`config.mk`:
```
export PLATFORM = sky130hd
export DESIGN_NAME = tl_vc_arbiter_flat
export DESIGN_NICKNAME = d
export VERILOG_FILES = /design/src/rtl/tl_pkg.sv /design/src/rtl/tl_vc_arbiter_if.sv /design/src/rtl/tl_rr_pick.sv /design/src/rtl/tl_vc_arbiter.sv /design/src/flat_wrapper.sv
export SDC_FILE = /design/constraint.sdc
export NUM_CORES = 1
export LEC_CHECK = 0
export BUFFER_PORTS_ARGS = -buffer_cell sky130_fd_sc_hd__buf_2
export CAP_MARGIN = 10
export CELL_PAD_IN_SITES_DETAIL_PLACEMENT = 1
export CELL_PAD_IN_SITES_GLOBAL_PLACEMENT = 2
export CORE_MARGIN = 2
export CORE_UTILIZATION = 28
export CTS_CLUSTER_DIAMETER = 50
export DETAILED_ROUTE_END_ITERATION = 8
export PLACE_DENSITY_LB_ADDON = 0.1
export SETUP_SLACK_MARGIN = 0.1
export SYNTH_ARGS = -nofsm -noshare
export SYNTH_HDL_FRONTEND = slang
export SYNTH_SLANG_ARGS = --single-unit
export TNS_END_PERCENT = 50
```
`constraint.sdc`:
```
create_clock -name clk -period 3.75 [get_ports clk]
set_input_delay 0.5625 -clock clk [delete_from_list [all_inputs] [get_ports clk]]
set_output_delay 0.5625 -clock clk [all_outputs]
set_load 0.05 [all_outputs]
```
`src/rtl/tl_pkg.sv`:
```
// Shared transaction-layer types and helpers.
// Used by the transmit VC arbiter and the round-robin picker.
package tl_pkg;

    localparam int NUM_VC        = 4;
    localparam int VC_IDX_W      = 2;
    localparam int DEF_LINE_SIZE = 12;

    typedef enum logic {
        IDLE  = 1'b0,
        SERVE = 1'b1
    } arb_state_e;

    // Rotating first-one search: returns {hit, idx}, scanning from ptr upward with wrap.
    function automatic logic [VC_IDX_W:0] rr_first(
        input logic [NUM_VC-1:0]   req,
        input logic [VC_IDX_W-1:0] ptr
    );
        logic [VC_IDX_W:0]   r;
        logic [VC_IDX_W-1:0] i;
        r = '0;
        for (int k = NUM_VC - 1; k >= 0; k--) begin
            i = ptr + VC_IDX_W'(k);
            if (req[i]) begin
                r = {1'b1, i};
            end
        end
        return r;
    endfunction

endpackage

```
`src/rtl/tl_vc_arbiter_if.sv`:
```
// Bundle between the four class FIFOs, the arbiter and the outbound FIFO.
// master = arbiter side, slave = FIFO/environment side.
interface tl_vc_arbiter_if
    import tl_pkg::*;
#(
    parameter int LINE_SIZE = DEF_LINE_SIZE
);

    logic [NUM_VC-1:0]           empty_in;
    logic [NUM_VC*LINE_SIZE-1:0] data_in;
    logic                        almost_full_in;
    logic [NUM_VC-1:0]           pop_out;
    logic                        push_out;
    logic [LINE_SIZE-1:0]        data_out;
    logic [VC_IDX_W-1:0]         grant_out;

    modport master (
        input  empty_in,
        input  data_in,
        input  almost_full_in,
        output pop_out,
        output push_out,
        output data_out,
        output grant_out
    );

    modport slave (
        output empty_in,
        output data_in,
        output almost_full_in,
        input  pop_out,
        input  push_out,
        input  data_out,
        input  grant_out
    );

endinterface

```
`src/rtl/tl_rr_pick.sv`:
```
// Combinational rotating first-one picker over four requesters.
// Shared with the receive-side credit arbiter.
module tl_rr_pick
    import tl_pkg::*;
(
    input  logic [NUM_VC-1:0]   req,
    input  logic [VC_IDX_W-1:0] ptr,
    output logic                hit,
    output logic [VC_IDX_W-1:0] idx
);

    assign {hit, idx} = rr_first(req, ptr);

endmodule

```
`src/rtl/tl_vc_arbiter.sv`:
```
// Transmit merge: drains four class FIFOs into one outbound FIFO with burst-limited RR.
// Define TL_VC_ARB_STRICT_PRIO_EN for fixed priority (VC0 highest) instead of round-robin.
module tl_vc_arbiter
    import tl_pkg::*;
#(
    parameter int LINE_SIZE = DEF_LINE_SIZE,
    parameter int BURST     = 4
)(
    input  logic            clk,
    input  logic            reset,
    tl_vc_arbiter_if.master bus
);

    arb_state_e            state;
    logic [VC_IDX_W-1:0]   grant;
    logic [3:0]            burst_cnt;
    logic                  valid_q;
    logic [VC_IDX_W-1:0]   idx_q;
    logic [LINE_SIZE-1:0]  data_q;
    logic [LINE_SIZE-1:0]  rd_word;
    logic [NUM_VC-1:0]     pop;
    logic                  pick_hit;
    logic [VC_IDX_W-1:0]   pick_idx;
    logic [VC_IDX_W-1:0]   pick_ptr;
    logic                  last_pop;

`ifdef TL_VC_ARB_STRICT_PRIO_EN
    assign pick_ptr = '0;
`else
    logic [VC_IDX_W-1:0]   rr_ptr;
    assign pick_ptr = rr_ptr;
`endif

    tl_rr_pick u_pick (
        .req (~bus.empty_in),
        .ptr (pick_ptr),
        .hit (pick_hit),
        .idx (pick_idx)
    );

    // Pop the granted class only when it has data and the outbound side has room.
    always_comb begin
        pop = '0;
        if (state == SERVE && !bus.empty_in[grant] && !bus.almost_full_in) begin
            pop[grant] = 1'b1;
        end
    end

    assign last_pop = (burst_cnt == 4'(BURST - 1));

    // Select the read data of the class popped last cycle.
    always_comb begin
        rd_word = '0;
        for (int i = 0; i < NUM_VC; i++) begin
            if (idx_q == VC_IDX_W'(i)) begin
                rd_word = bus.data_in[i*LINE_SIZE +: LINE_SIZE];
            end
        end
    end

    // Arbitration FSM, burst counter and one-stage read pipeline.
    always_ff @(posedge clk) begin
        if (reset) begin
            state     <= IDLE;
            grant     <= '0;
            burst_cnt <= '0;
            valid_q   <= 1'b0;
            idx_q     <= '0;
            data_q    <= '0;
`ifndef TL_VC_ARB_STRICT_PRIO_EN
            rr_ptr    <= '0;
`endif
        end else begin
            valid_q <= |pop;
            idx_q   <= grant;
            if (valid_q) begin
                data_q <= rd_word;
            end
            unique case (state)
                IDLE: begin
                    if (pick_hit) begin
                        grant     <= pick_idx;
                        burst_cnt <= '0;
                        state     <= SERVE;
                    end
                end
                SERVE: begin
                    if (bus.empty_in[grant]) begin
`ifndef TL_VC_ARB_STRICT_PRIO_EN
                        rr_ptr <= grant + 2'd1;
`endif
                        state  <= IDLE;
                    end else if (|pop) begin
                        burst_cnt <= burst_cnt + 4'd1;
                        if (last_pop) begin
`ifndef TL_VC_ARB_STRICT_PRIO_EN
                            rr_ptr <= grant + 2'd1;
`endif
                            state  <= IDLE;
                        end
                    end
                end
            endcase
        end
    end

    // The pushed word bypasses the holding register so push and data align.
    assign bus.pop_out   = pop;
    assign bus.push_out  = valid_q;
    assign bus.data_out  = valid_q ? rd_word : data_q;
    assign bus.grant_out = grant;

endmodule

```
`src/flat_wrapper.sv`:
```
// flat-port wrapper written by rule: the top's interface ports become plain ports
module tl_vc_arbiter_flat import tl_pkg::*;
#(
    parameter int LINE_SIZE = DEF_LINE_SIZE,
    parameter int BURST     = 4
)
  (clk, reset, bus_empty_in, bus_data_in, bus_almost_full_in, bus_pop_out, bus_push_out, bus_data_out, bus_grant_out);
  tl_vc_arbiter_if #(.LINE_SIZE(LINE_SIZE)) bus_i ();
  input  logic clk;
  input  logic reset;
  input wire logic [$bits(bus_i.empty_in)-1:0] bus_empty_in;
  input wire logic [$bits(bus_i.data_in)-1:0] bus_data_in;
  input wire logic [$bits(bus_i.almost_full_in)-1:0] bus_almost_full_in;
  output wire logic [$bits(bus_i.pop_out)-1:0] bus_pop_out;
  output wire logic [$bits(bus_i.push_out)-1:0] bus_push_out;
  output wire logic [$bits(bus_i.data_out)-1:0] bus_data_out;
  output wire logic [$bits(bus_i.grant_out)-1:0] bus_grant_out;
  assign bus_i.empty_in = bus_empty_in;
  assign bus_i.data_in = bus_data_in;
  assign bus_i.almost_full_in = bus_almost_full_in;
  assign bus_pop_out = bus_i.pop_out;
  assign bus_push_out = bus_i.push_out;
  assign bus_data_out = bus_i.data_out;
  assign bus_grant_out = bus_i.grant_out;
  tl_vc_arbiter #(.LINE_SIZE(LINE_SIZE), .BURST(BURST)) u_core (.clk(clk), .reset(reset), .bus(bus_i));
endmodule
```
==> flow_summary.json <==
{
  "status": "finished clean",
  "clkSinkCount": 24,
  "synth_compound_area_share_pct": 9.10,
  "p_clk_share_pct": 29.7,
  "clock_latency_ns": 0.27,
  "ctsResizeCount": 0,
  "final_max_slew_viol_count": 0,
  "avgSynthCellArea_um2": 11.0,
  "n_antenna_cell": 0,
  "io_buffer_count": 73,
  "internal-power_w": 0.000427,
  "firstDrtPassIters": 4,
  "syn_nets": 192,
  "power_density_mw_per_mm2": 314,
  "swShare_pct": 29.5,
  "start_kind": "flip-flop",
  "core_mm2": 0.00507,
  "io_pins": 74,
  "die_y_um": 76.2,
  "worstHoldPathType": "flip-flop to flip-flop",
  "detail_route.wl_per_cell_um": 16.0,
  "grt_max_degree": 25,
  "syn_inst": 132,
  "finalCritPeriodShare_pct": 74.9,
  "netlist_area_mm2": 0.00146,
  "pwr-share-comb_pct": 24.1,
  "grt_pass1_vias": 1514,
  "drt-total-wl_um": 4340,
  "worstSetupEndpointType": "output port",
  "postCtsSetupRepairBufs": 0,
  "tightestPinTransition_ns": 0.786,
  "setup_violations": 0,
  "cp_slowest_cell": "dfxtp_1",
  "max-cap-violations": 0,
  "gp_congestion": 0.714,
  "critical_path_required_ns": 3.19,
  "p_leak_nw": 0.870,
  "finalHoldViolCount": 0,
  "fin_skew_ns": 0.00256,
  "final_cell_mix": "73 x buf_2, 24 x dfxtp_1, 13 x nor2b_1",
  "synth-seq-cells": 24,
  "grt_setup_unrepaired": "false",
  "seq_area_frac_synth_pct": 33.0,
  "die-area_mm2": 0.00580,
  "fmax_mhz": 356,
  "rows": 26,
  "cts_tree": "built",
  "seqPwrFrac_pct": 46.2,
  "fp.dieW_um": 76.2,
  "post_drt_via_cell_ratio": 4.90,
  "setup_tns_ns": 0,
  "dp_hpwl_um": 3460,
  "power.switching_w": 0.000178,
  "grt_overflow_total": 0,
  "area_delta_synth_final_pct": 32.0,
  "yosys.area_share.adder_pct": 4.29,
  "ant_nets": 0,
  "path_delay_family": "multiplexers",
  "synthSimpleGateAreaFrac_pct": 19.1,
  "crit_buf_inv": 1,
  "start_util_pct": 28.7,
  "slew_headroom_pct": 47.5,
  "path_clk_slew_ns": 0.09,
  "synth-main-ff-cell": "dfxtp_1",
  "vias": 1332,
  "drc": 0,
  "numCtsBuffers": 3,
  "hold_slack_ns": 0.512,
  "track_usage_pct": 15.8,
  "max-clock-path-buffers": 2,
  "critPathMaxStageDelay_ns": 0.84,
  "num-nets-final": 263,
  "crit_arrival_ns": 2.25,
  "drive_gt1_share_pct": 53.0,
  "synth_edf_count": 0,
  "cp_max_fo": 12,
  "muxShareOfSynthArea_pct": 30.9,
  "synth-xor-area-share_pct": 0,
  "ys_warn_count": 0,
  "period_minus_slack_ns": 2.81,
  "ir_drop_mv": 0.121,
  "htreeDepth": 1,
  "path_class": "flip-flop to output port",
  "drt_iter0_drc": 37,
  "antenna_found_initial": 0,
  "synth_top_family_by_area": "multiplexers",
  "path_cells": "mux4_2, mux2_2, buf_2",
  "root_buffer": "clkbuf_8",
  "cts_hold_buf": 0,
  "async_flop_share_pct": 0,
  "synth.distinct_cells": 37,
  "grt_pass1_wl_um": 7490,
  "final_common_cell": "buf_2"
}
-- state kept, by name, indices dropped and copies added, names as in the netlist --
register / flops
u_core.bus.push_out: 1
u_core.state: 1
u_core.bus.grant_out: 2
u_core.burst_cnt: 4
u_core.idx_q: 2
u_core.pick_ptr: 2
u_core.data_q: 12
-- Yosys cell counts, drive strengths merged, types with 2 or more instances --
library cell / number / area share [%]
nand3: 4 / 1.4
nor2: 8 / 2.1
mux4: 12 / 19
clkbuf: 4 / 1.0
ha: 5 / 4.3
a21oi: 7 / 2.4
mux2: 13 / 10
nor4: 2 / 1.3
mux2i: 3 / 2.1
nand2b: 2 / 0.86
and2: 5 / 2.3
buf: 3 / 1.8
o21ai: 3 / 1.0
nand2: 4 / 1.5
dfxtp: 24 / 33
a21o: 2 / 1.0
inv: 3 / 0.77
nand3b: 2 / 1.0
nor2b: 13 / 5.6
-- metal layers --
layer / part of all wire (%) / GRT usage [%] / wire length, µm / vias up
met4: 1.5 / 5.27 / 65 / 0
met2: 51 / 28.8 / 2200 / 52
met1: 41 / 17.8 / 1780 / 645
met5: 0 / 0 / 0 / -
li1: - / - / - / 629
met3: 6.7 / 4.03 / 290 / 6
-- final timing paths --
path,depth (start not counted),end,start,slack [ns]
max,3,bus_data_out[8],u_core.idx_q[0],0.94
min,2,u_core.burst_cnt[3],u_core.burst_cnt[3],0.51
max reg2reg,7,u_core.pick_ptr[0],u_core.bus.grant_out[0],1.53
min reg2reg,2,u_core.burst_cnt[3],u_core.burst_cnt[3],0.51
-- cell type report --
class / count / area, µm²
Clock buffer: 4 / 55.1
Fill cell: 608 / 3150
Inverter: 3 / 11.3
Multi-Input combinational cell: 98 / 925
Sequential cell: 24 / 480
Tap cell: 70 / 87.6
Timing Repair Buffer: 73 / 365
-- power groups by stage --
stage	Combinational, W	Clock (W)	Sequential [W]
2_1_floorplan	0.0000966	0	0.000284
3_3_place_gp	0.000143	0	0.000285
3_5_place_dp	0.000146	0	0.000286
4_1_cts	0.000147	0.000188	0.000280
5_1_grt	0.000158	0.000200	0.000283
6_report	0.000145	0.000180	0.000279
-- through the flow --
step	setup WS, ns	util [%]	total power (W)	instance area (µm²)	std cells
after floorplan	1.33	-	0.000381	1460	132
after global placement	1.20	36.8	0.000428	1870	268
final	0.941	37.9	0.000605	1920	272
after global routing	0.736	37.9	0.000641	1920	272
after CTS	0.875	37.9	0.000615	1920	272
after detailed placement	1.18	36.8	0.000432	1870	268
-- worst reg2reg max path: cells and delay by family, from the launching register on --
| family | cells | cell delay [ns] |
|---|---|---|
| simple gates | 3 | 0.53 |
| flops | 1 | 0.52 |
| compound gates | 1 | 0.38 |
| fa+ha+maj | 1 | 0.26 |
| mux | 1 | 0.23 |
| buf+inv | 1 | 0.16 |
-- cells by family after synthesis --
family          Yosys count
simple gates             46
mux                      28
flops                    24
buf+inv                  10
fa+ha+maj                 5
compound gates           19
(Power assumes the default switching activity.)
